File: config.mk
export PLATFORM = sky130hd
export DESIGN_NAME = jtag_tap_slave
export DESIGN_NICKNAME = d
export VERILOG_FILES = /design/src/rtl/jtag_tap_slave.sv
export SDC_FILE = /design/constraint.sdc
export NUM_CORES = 1
export LEC_CHECK = 0
export CAP_MARGIN = 40
export CORE_MARGIN = 3
export CORE_UTILIZATION = 34
export DETAILED_ROUTE_END_ITERATION = 10
export GPL_TIMING_DRIVEN = 0
export PLACE_DENSITY = 0.59
export SYNTH_ARGS = -nofsm -noshare
export SYNTH_HDL_FRONTEND = slang
export SYNTH_SLANG_ARGS = --single-unit
File: constraint.sdc
create_clock -name clk -period 2.05 [get_ports clk]
set_input_delay 0.615 -clock clk [delete_from_list [all_inputs] [get_ports clk]]
set_output_delay 0.615 -clock clk [all_outputs]
set_load 0.01 [all_outputs]
File: src/rtl/jtag_tap_slave.sv
// Target-side JTAG TAP: oversamples tck/tms/tdi on clk and runs the 1149.1 TAP FSM
// with IR, IDCODE, BYPASS and a 32-bit USER data register toward core logic.
module jtag_tap_slave #(
    parameter int unsigned IR_W        = 4,
    parameter logic [31:0] IDCODE_VAL  = 32'h1789_0001,
    parameter logic [IR_W-1:0] INS_IDCODE = IR_W'(4'h1),
    parameter logic [IR_W-1:0] INS_USER   = IR_W'(4'h8),
    parameter int unsigned SYNC_STAGES = 2
) (
    input  logic            clk,
    input  logic            rst,
    input  logic            tck,
    input  logic            tms,
    input  logic            tdi,
    output logic            tdo,
    output logic            tdo_en,
    input  logic [31:0]     user_din,
    output logic [31:0]     user_dout,
    output logic            user_upd,
    output logic [3:0]      tap_state,
    output logic [IR_W-1:0] ir_out
);

    localparam int unsigned DR_W = 32;

    typedef enum logic [3:0] {
        ST_TLR, ST_RTI, ST_SEL_DR, ST_CAP_DR, ST_SH_DR, ST_EX1_DR, ST_PA_DR, ST_EX2_DR,
        ST_UPD_DR, ST_SEL_IR, ST_CAP_IR, ST_SH_IR, ST_EX1_IR, ST_PA_IR, ST_EX2_IR, ST_UPD_IR
    } tap_state_e;

    logic [SYNC_STAGES-1:0] tck_sync;
    logic [SYNC_STAGES-1:0] tms_sync;
    logic [SYNC_STAGES-1:0] tdi_sync;
    logic                   tck_q;
    logic                   tck_s_c;
    logic                   tms_s_c;
    logic                   tdi_s_c;
    logic                   rise_c;
    logic                   fall_c;

    tap_state_e             state;
    tap_state_e             state_next;

    logic [IR_W-1:0]        ir;
    logic [IR_W-1:0]        ir_sr;
    logic [DR_W-1:0]        dr_sr;
    logic                   bypass_sr;
    logic                   sel_idcode_c;
    logic                   sel_user_c;
    logic                   dr_bit0_c;

    // Pin synchronizers plus one extra tck flop for edge detection
    always_ff @(posedge clk or negedge rst) begin
        if (!rst) begin
            tck_sync <= '0;
            tms_sync <= '0;
            tdi_sync <= '0;
            tck_q    <= 1'b0;
        end else begin
            tck_sync <= {tck_sync[SYNC_STAGES-2:0], tck};
            tms_sync <= {tms_sync[SYNC_STAGES-2:0], tms};
            tdi_sync <= {tdi_sync[SYNC_STAGES-2:0], tdi};
            tck_q    <= tck_s_c;
        end
    end

    assign tck_s_c = tck_sync[SYNC_STAGES-1];
    assign tms_s_c = tms_sync[SYNC_STAGES-1];
    assign tdi_s_c = tdi_sync[SYNC_STAGES-1];
    assign rise_c  = tck_s_c & ~tck_q;
    assign fall_c  = ~tck_s_c & tck_q;

    // Standard 1149.1 next-state function
    always_comb begin
        state_next = state;
        case (state)
            ST_TLR:    state_next = tms_s_c ? ST_TLR    : ST_RTI;
            ST_RTI:    state_next = tms_s_c ? ST_SEL_DR : ST_RTI;
            ST_SEL_DR: state_next = tms_s_c ? ST_SEL_IR : ST_CAP_DR;
            ST_CAP_DR: state_next = tms_s_c ? ST_EX1_DR : ST_SH_DR;
            ST_SH_DR:  state_next = tms_s_c ? ST_EX1_DR : ST_SH_DR;
            ST_EX1_DR: state_next = tms_s_c ? ST_UPD_DR : ST_PA_DR;
            ST_PA_DR:  state_next = tms_s_c ? ST_EX2_DR : ST_PA_DR;
            ST_EX2_DR: state_next = tms_s_c ? ST_UPD_DR : ST_SH_DR;
            ST_UPD_DR: state_next = tms_s_c ? ST_SEL_DR : ST_RTI;
            ST_SEL_IR: state_next = tms_s_c ? ST_TLR    : ST_CAP_IR;
            ST_CAP_IR: state_next = tms_s_c ? ST_EX1_IR : ST_SH_IR;
            ST_SH_IR:  state_next = tms_s_c ? ST_EX1_IR : ST_SH_IR;
            ST_EX1_IR: state_next = tms_s_c ? ST_UPD_IR : ST_PA_IR;
            ST_PA_IR:  state_next = tms_s_c ? ST_EX2_IR : ST_PA_IR;
            ST_EX2_IR: state_next = tms_s_c ? ST_UPD_IR : ST_SH_IR;
            ST_UPD_IR: state_next = tms_s_c ? ST_SEL_DR : ST_RTI;
            default:   state_next = ST_TLR;
        endcase
    end

    always_ff @(posedge clk or negedge rst) begin
        if (!rst) begin
            state <= ST_TLR;
        end else if (rise_c) begin
            state <= state_next;
        end
    end

    assign sel_idcode_c = (ir == INS_IDCODE);
    assign sel_user_c   = (ir == INS_USER);
    assign dr_bit0_c    = (sel_idcode_c || sel_user_c) ? dr_sr[0] : bypass_sr;

    // Register actions on tck rise, keyed on the state being left
    always_ff @(posedge clk or negedge rst) begin
        if (!rst) begin
            ir        <= INS_IDCODE;
            ir_sr     <= '0;
            dr_sr     <= '0;
            bypass_sr <= 1'b0;
            user_dout <= '0;
            user_upd  <= 1'b0;
        end else begin
            user_upd <= 1'b0;
            if (rise_c) begin
                case (state)
                    ST_CAP_IR: ir_sr <= IR_W'(2'b01);
                    ST_SH_IR:  ir_sr <= {tdi_s_c, ir_sr[IR_W-1:1]};
                    ST_UPD_IR: ir    <= ir_sr;
                    ST_CAP_DR: begin
                        if (sel_idcode_c) begin
                            dr_sr <= IDCODE_VAL;
                        end else if (sel_user_c) begin
                            dr_sr <= user_din;
                        end else begin
                            bypass_sr <= 1'b0;
                        end
                    end
                    ST_SH_DR: begin
                        if (sel_idcode_c || sel_user_c) begin
                            dr_sr <= {tdi_s_c, dr_sr[DR_W-1:1]};
                        end else begin
                            bypass_sr <= tdi_s_c;
                        end
                    end
                    ST_UPD_DR: begin
                        if (sel_user_c) begin
                            user_dout <= dr_sr;
                            user_upd  <= 1'b1;
                        end
                    end
                    default: ;
                endcase
                if (state_next == ST_TLR) begin
                    ir <= INS_IDCODE;
                end
            end
        end
    end

    // tdo launched on tck fall so the controller can sample it on its next rise
    always_ff @(posedge clk or negedge rst) begin
        if (!rst) begin
            tdo    <= 1'b0;
            tdo_en <= 1'b0;
        end else if (fall_c) begin
            case (state)
                ST_SH_IR: begin
                    tdo    <= ir_sr[0];
                    tdo_en <= 1'b1;
                end
                ST_SH_DR: begin
                    tdo    <= dr_bit0_c;
                    tdo_en <= 1'b1;
                end
                default: begin
                    tdo    <= 1'b0;
                    tdo_en <= 1'b0;
                end
            endcase
        end
    end

    assign tap_state = state;
    assign ir_out    = ir;

endmodule

### Word level (Yosys, flattened, before mapping)

Index checks and enable logic that the tools add are counted.

| cells by class | value |
|---|---|
| reduce and logical (&&, ||, !) cells | 15 |
| multiplexer cells | 30 |
| equality and inequality tests | 22 |
| bitwise gates (word level) | 4 |

Operators by type and width:

| kind | count |
|---|---|
| 2-to-1 mux 32 bit | 3 |
| one-hot mux 32 bit (2 select lines) | 1 |
| one-hot mux 4 bit (12 select lines) | 1 |
| equality test 4 bit, second input constant | 9 |
| 2-to-1 mux 4 bit | 6 |
| equality test 4 x 3 -> 1 bit, second input constant | 4 |
| 2-to-1 mux 1 bit | 11 |
| equality test 4 x 1 -> 1 bit, second input constant | 2 |
| equality test 4 x 2 -> 1 bit, second input constant | 2 |
| logical NOT 4 bit | 2 |
| != test 2 bit, second input constant | 4 |
| one-hot mux 4 bit (2 select lines) | 1 |
| 2-to-1 mux 2 bit | 3 |
| 2-to-1 mux 3 bit | 2 |
| nonzero test 2 bit | 3 |
| OR reduction 2 bit | 3 |
| AND reduction 5 bit | 1 |
| one-hot mux 1 bit (2 select lines) | 2 |
| AND reduction 2 bit | 2 |
| AND reduction 4 bit | 1 |
| != test 3 bit, second input constant | 1 |
| AND reduction 3 bit | 1 |
| OR reduction 3 bit | 1 |
| AND 1 bit | 2 |
| other kinds (2) | 3 |

| word-level totals | value |
|---|---|
| logic and storage cells | 84 |
| register bits | 87 |
| input port bits | 37 |

### Longest topological paths before layout

Gate-level depths: netlist of run 1.

| depth | value |
|---|---|
| word-level depth | 6 |
| depth in mapped cells | 7 |
| depth with buffers taken out | 4 |

### Worst setup path before layout of run 1

OpenSTA, ideal clock, no wires.

| timing | value |
|---|---|
| path type | register -> register |
| start | register state[0], in the netlist tap_state[0] |
| end | register user_dout[10] |
| setup time | 125 ps |
| arrival | 1,696 ps |
| required time | 1,925 ps |
| buffers on the path | 3 |
| clock period less this slack | 1,821 ps |
| stages on the path, launching flop included | 8 |
| slack | 229 ps |
| cells stage by stage | dfrtp_1 > buf_2 > nor2_1 > nand4_1 > or3_1 > buf_6 > buf_6 > mux2_4 |

| between the ends | value |
|---|---|
| cells in the longest elaborated chain, start to end | 2 |

Ends and longest elaborated chain:

| element | line | source |
|---|---|---|
| start, declared | 41 | `tap_state_e state;` |
| start signal, assigned | 101 | `state <= state_next;` |
| equality test 4 bit | 121 | `case (state)` |
| AND reduction 3 bit (no source line) | -- |  |
| end signal, assigned | 143 | `user_dout <= dr_sr;` |
| end, declared | 18 | `output logic [31:0] user_dout,` |

Every way passes these cells.
A chain may end at the register's enable or synchronous reset.

### Final worst setup path of run 1

| timing | value |
|---|---|
| start | register state[2], in the netlist tap_state[2] |
| end | output port tap_state[2] |

RTL lines:

| element | line | source |
|---|---|---|
| end, declared | 20 | `output logic [3:0] tap_state,` |

No word-level cell between the ends.

==> out/metrics.cfg, run 1 <==
[setup_path]
cp_slowest_cell = clkdlybuf4s50_1
cp.depth = 1
slowest_delay_ns = 0.58
crit_type = register to primary output
worstPathRequired_ns = 1.43
startpoint_type = register
crit_buf_inv = 1
crit_chain = clkdlybuf4s50_1
worst_ep_arrival_time_ns = 1.36
cp_top_family = buffers and inverters
end_kind = primary output
r2r.worst_path.cells = 7
cp_max_fo = 6

[die]
die_x_um = 113
rows = 38
die_area_mm2 = 0.0127
die_y_um = 113
initial_utilization_pct = 35.4
coreArea_mm2 = 0.0110
pin_count = 80

[global_route]
grt_max_degree = 47
track_usage_pct = 15.2
grt_first_pass_wirelength_um = 15400
antenna_found_initial = 0
grt_pass1_vias = 2901
gr-total-overflow = 0

[synth]
ys_ff_latch = 87
synth.area.top_cells = dfrtp_1, mux2_4, a22oi_1, nand2_1, o21ai_1
synthCells = 332
yosysWarnings = 0
syn_area_mm2 = 0.00388
yosysSeqAreaShare_pct = 56.1
yosysMostFrequentCell = dfrtp_1
synth_commonest_cells = dfrtp_1, nand2_1, o21ai_1, mux2_4, a22oi_1
synthArstFlopShare_pct = 100
ys_types = 43
yosysTopAreaCell = dfrtp_1
synthesis.nets = 369
syn_avg_cell_area_um2 = 11.7
synth_ff_type = dfrtp_1
yosysTopAreaCellShare_pct = 55.4
synth-edff-count = 0

[timing]
period_share_pct = 96.4
hold_viol = 0
skew_ns = 0.00617
max_clock_freq_mhz = 506
slew-limit-headroom_pct = 63.4
drv_slew = 0
fin_crit_ns = 1.98
tns_ns = 0
tightest_slew_ns = 0.549
finalSetupViolCount = 0
whs_ns = 0.271

[route]
antenna_left = 0
via_count = 2847
drt-total-wl_um = 9240
wire_per_inst_um = 16.2
drc = 0
viasPerCell = 4.99
dr.first_iter.drc_count = 186
dr.pass1.iters = 4

[pwr]
p_sw_w = 0.00217
power.share.clock_pct = 29.1
powerDensity_mw_per_mm2 = 1230
ir_drop_v = 0.000544
comb_power_share_pct = 31.2
p_int_w = 0.00431
share_seq_of_total_power_pct = 39.7
power.leakage_nw = 2.43
p_sw_share_pct = 33.5

[job]
cap_violations = 0

[placed_design]
io_buffers = 79
hpwl_um = 6560
place.gp.congestion = 0.839
place_inst = 552

[layout]
antenna_cells = 0
syn_to_final_growth_pct = 35.6
utilization_pct = 48.0
instances_no_fill = 570
final_nets = 462
layout-drive-gt1-share_pct = 16.7

[clocking]
clkLatencyLatePin_ns = 0.34
holdBufCountCts = 0
cts.path.max_buffers = 2
cts_buffers = 9
cts_num_sinks = 87
cts-root-buf = clkbuf_16
cts_tree = done
ctsHtreeMaxLevel = 3
clkTransAtPathRegs_ns = 0.06

[min_path]
min_path_type = input port to async pin

[outcome]
outcome = finished, final reports clean

-- placed cells by master (no fill, tap or decap), types with 9 or more instances in the layout --
cell             count
dfrtp_1             85
clkdlybuf4s50_1     77
nand2_1             46
o21ai_1             30
mux2_4              29
a22oi_1             25
inv_1               12
o22ai_1             11
clkbuf_1            10
clkbuf_16            9
-- stage by stage --
step	total power (W)	setup WS, ns	instance area [µm²]
3_3_place_gp	0.00451	-2.77	4850
5_1_grt	0.00693	-0.0357	5270
6_report	0.00648	0.0734	5270
4_1_cts	0.00651	0.000844	5250
2_1_floorplan	0.00381	0.229	3880
3_5_place_dp	0.00457	-0.157	4880
-- state kept, by name, summed over array words and instances (netlist names) --
| register | cells |
|---|---|
| bypass_sr | 1 |
| dr_sr | 32 |
| ir_out | 4 |
| ir_sr | 4 |
| tap_state | 4 |
| tck_q | 1 |
| tck_sync | 2 |
| tdi_sync | 2 |
| tdo | 1 |
| tdo_en | 1 |
| tms_sync | 2 |
| user_dout | 32 |
| user_upd | 1 |
-- final timing paths --
check	start	to	slack (ns)
min	rst	user_dout[25]	0.27
min reg2reg	tms_sync[0]	tms_sync[1]	0.35
max in group asynchronous	rst	ir_out[0]	1.11
max	tap_state[2]	tap_state[2]	0.07
max reg2reg	tap_state[0]	user_dout[4]	0.10
min in group clk	tms_sync[0]	tms_sync[1]	0.35
-- repair_timing --
action | 4_1_cts | 5_1_grt
gates resized for setup | 2 | 10
endpoints found under the setup margin | 22 | 61
setup buffers | 3 | 0
pin swaps | 1 | 0
-- logic make-up after synthesis --
logic type             share of synthesized area, %
AND/OR/NAND/NOR                                9.47
flip-flops                                     56.1
XOR/XNOR                                      0.676
buffers and inverters                          4.22
AO/OA/AOI/OAI                                  14.8
multiplexers                                   14.7
-- power groups by stage --
stage,clock [W],combinational (W),sequential [W]
2_1_floorplan,0,0.00129,0.00252
3_3_place_gp,0,0.00194,0.00258
3_5_place_dp,0,0.00197,0.00260
4_1_cts,0.00192,0.00201,0.00257
5_1_grt,0.00200,0.00229,0.00264
6_report,0.00189,0.00202,0.00257
-- per-layer routing --
metal,share of wire [%],wire [µm],GRT usage [%],vias up
li1,-,-,-,1365
met1,46,4290,21.4,1396
met2,46,4260,22.4,75
met3,5.2,478,3.80,11
met4,2.3,213,6.17,0
met5,0,0,0,-
-- final cells by class --
cell class / count / area, µm²
flip-flops and latches: 87 / 2180
clock inverters: 5 / 104
repair buffers: 83 / 837
clock buffers: 11 / 243
inverters: 12 / 45.0
multi-input cells: 211 / 1570
fillers: 1025 / 5720
well taps: 140 / 175
plain buffers: 21 / 119
(Power assumes the default switching activity.)
==> run 2: changes to the inputs <==
--- a/config.mk
+++ b/config.mk
@@ -5,9 +5,11 @@
 export SDC_FILE = /design/constraint.sdc
 export NUM_CORES = 1
 export LEC_CHECK = 0
+export ABC_AREA = 1
 export CAP_MARGIN = 40
 export CORE_MARGIN = 3
 export CORE_UTILIZATION = 34
+export CTS_CLUSTER_DIAMETER = 100
 export DETAILED_ROUTE_END_ITERATION = 10
 export GPL_TIMING_DRIVEN = 0
 export PLACE_DENSITY = 0.59
==> run 2 against run 1 <==
Non-clock buffer count shrank 1. Critical endpoint unchanged. Clock power shrank 28%. Combinational power shrank 19%. Area after synthesis shrank 2.0%. Die area shrank 1.9%. Power shrank 18%. Flip-flop and latch count is the same. First-iteration DRC count shrank 13%.
==> out/metrics.cfg, run 2 <==
[outcome]
outcome = finished, final reports clean

[synth]
synth-compound-area-share_pct = 17.2  ; +2.3 points
yosysMostFrequentCell = nand2_1
ys_types = 23  ; -47%
synth-simple-area-share_pct = 18.1  ; +8.7 points
yosysWarnings = 0  ; unchanged
syn_area_mm2 = 0.00381  ; -2.0%
syn_avg_cell_area_um2 = 8.81  ; -25%
synth_ff_type = dfrtp_1
yosysTopAreaCell = dfrtp_1
synthesis.nets = 469  ; +27%
synth.area.mux_share_pct = 0  ; -15 points
synth.area.top_cells = dfrtp_1, nand2_1, a311oi_1, nor2_1, o21ai_1
synth_commonest_cells = nand2_1, dfrtp_1, nor2_1, inv_1, o21ai_1
synthArstFlopShare_pct = 100  ; unchanged
yosysSeqAreaShare_pct = 57.2  ; +1.2 points
synth-edff-count = 0  ; unchanged
synth_fa_ha_area_share_pct = 0  ; unchanged
synthCells = 432  ; +30%
ys_ff_latch = 87  ; unchanged
yosysTopAreaCellShare_pct = 56.5  ; +1.1 points
synth_top_family_by_area = simple AND/OR/NAND/NOR gates
synthXorXnorAreaFrac_pct = 0  ; -0.68 points

[setup_path]
slowest_delay_ns = 0.57  ; about the same
regToRegSetupSlack_ns = 0.21  ; +0.11 ns
startpoint_type = register
cp_slowest_cell = clkdlybuf4s50_1
worstPathRequired_ns = 1.43  ; about the same
r2r-start = tap_state[1]
crit_chain = clkdlybuf4s50_1
cp_max_fo = 7  ; +1
cp.depth = 1  ; unchanged
crit_type = register to primary output
cp_top_family = buffers and inverters
crit_buf_inv = 1  ; unchanged
reg2reg_to = dr_sr[22]
worst_ep_arrival_time_ns = 1.37  ; about the same
r2r.worst_path.cells = 8  ; +1
end_kind = primary output

[die]
die_x_um = 112  ; -0.97%
coreArea_mm2 = 0.0109  ; -0.87%
initial_utilization_pct = 35.0  ; -0.42 points
rows = 38  ; unchanged
pin_count = 80  ; unchanged
die_y_um = 112  ; -0.97%
die_area_mm2 = 0.0125  ; -1.9%

[clocking]
clkLatencyLatePin_ns = 0.36  ; +0.02 ns
holdBufCountCts = 0  ; unchanged
cts-root-buf = clkbuf_8
ctsHtreeMaxLevel = 3  ; unchanged
cts_num_sinks = 87  ; unchanged
cts.path.max_buffers = 2  ; unchanged
clkTransAtPathRegs_ns = 0.09  ; +0.03 ns
cts_tree = done
cts_buffers = 9  ; unchanged

[pwr]
p_sw_share_pct = 36.5  ; +2.9 points
p_sw_w = 0.00193  ; -11%
comb_power_share_pct = 30.9  ; -0.3 points
p_int_w = 0.00336  ; -22%
power.share.clock_pct = 25.8  ; -3.3 points
share_seq_of_total_power_pct = 43.3  ; +3.6 points
ir_drop_v = 0.000693  ; +27%
powerDensity_mw_per_mm2 = 1050  ; -14%
power.leakage_nw = 2.32  ; -4.6%

[timing]
slew-limit-headroom_pct = 65.1  ; +1.7 points
skew_ns = 0.0142  ; +0.00798 ns
finalSetupViolCount = 0  ; unchanged
fin_crit_ns = 1.98  ; +0.00819 ns
drv_slew = 0  ; unchanged
whs_ns = 0.167  ; -0.104 ns
hold_viol = 0  ; unchanged
tightest_slew_ns = 0.524  ; -0.0249 ns
max_clock_freq_mhz = 504  ; -0.41%
period_share_pct = 96.8  ; +0.40 points

[global_route]
grt_first_pass_wirelength_um = 16300  ; +5.5%
busiest_layer = met2
grt_pass1_vias = 3304  ; +14%
track_usage_pct = 16.2  ; +1.0 points
grt_max_degree = 61  ; +30%
antenna_found_initial = 0  ; unchanged
grtUsageMet1_pct = 21.3  ; -0.11 points
gr-total-overflow = 0  ; unchanged
gr-usage-met2_pct = 26.3  ; +3.9 points
grt_use_met3_pct = 5.00  ; +1.2 points

[route]
wire_per_inst_um = 14.7  ; -9.6%
viasPerCell = 4.96  ; -0.79%
antenna_left = 0  ; unchanged
dr.first_iter.drc_count = 161  ; -13%
drc = 0  ; unchanged
dr.pass1.iters = 4  ; unchanged
via_count = 3310  ; +16%
drt-total-wl_um = 9800  ; +6.0%

[placed_design]
hpwl_um = 7160  ; +9.2%
io_buffers = 79  ; unchanged
place_inst = 652  ; +18%
placed_area_mm2 = 0.00480  ; -1.6%
place.gp.congestion = 0.809  ; -3.6%

[layout]
instances_no_fill = 668  ; +17%
utilization_pct = 46.2  ; -1.8 points
syn_to_final_growth_pct = 32.2
reg.largest.list = dr_sr x32, user_dout x32
layout-drive-gt1-share_pct = 10.0  ; -6.7 points
antenna_cells = 0  ; unchanged
final_nets = 560  ; +21%
layout_common_cells = nand2_1, dfrtp_1, clkdlybuf4s50_1, nor2_1, inv_1
fillers = 1071  ; +4.5%
final_area_mm2 = 0.00503  ; -4.5%
final_common_cell = nand2_1

[min_path]
min_path_type = input port to async pin

[job]
cap_violations = 0  ; unchanged

## run 2: layout make-up
type	instances	area, µm²	area share, %
timing repair buffer	80	815	16.2
clock buffer	9	124	2.46
buffer	23	106	2.11
clock inverter	7	101	2.01
inverter	47	176	3.51
tap	140	175	3.48
multi-input combinational	275	1350	26.9
sequential	87	2180	43.3
## run 2: layer usage
metal	part of all wire, %	up-vias	routed length, µm
met1	45	1577	4360
met3	6.3	11	620
li1	-	1619	-
met2	48	103	4680
met4	1.4	0	135
met5	0	-	0
## run 2: how the worst max path moves through the flow
stage / from / end
after detailed placement: ir_out[0] / dr_sr[20]
after CTS: tap_state[3] / tap_state[3]
after global placement: rst / user_dout[24]
final: tap_state[2] / tap_state[2]
after global routing: tap_state[1] / dr_sr[22]
after floorplan: ir_out[0] / dr_sr[1]
## run 2: power groups by stage
stage	Combinational [W]	Clock, W	Sequential (W)
after floorplan	0.00109	0	0.00230
after global placement	0.00159	0	0.00231
after detailed placement	0.00163	0	0.00232
after CTS	0.00163	0.00142	0.00229
after global routing	0.00186	0.00148	0.00233
final	0.00163	0.00137	0.00229
## run 2: kinds of logic after synthesis
logic type / Yosys count
and+or+nand+nor: 165
AOI/OAI and AO/OA: 110
DFF: 87
buffers and inverters: 70
## run 2: through the flow
stage	total power, W	setup WS [ns]	setup TNS (ns)
after global routing	0.00568	-0.00981	-0.0147
after CTS	0.00534	0.0266	0
final	0.00530	0.0652	0
after floorplan	0.00339	0.398	0
after global placement	0.00390	-2.85	-246.54
after detailed placement	0.00395	0.117	0
## run 2: what timing repair did
action,in CTS,in global routing
gates resized for setup,2,4
setup endpoints to repair,2,36
setup buffers,0,0
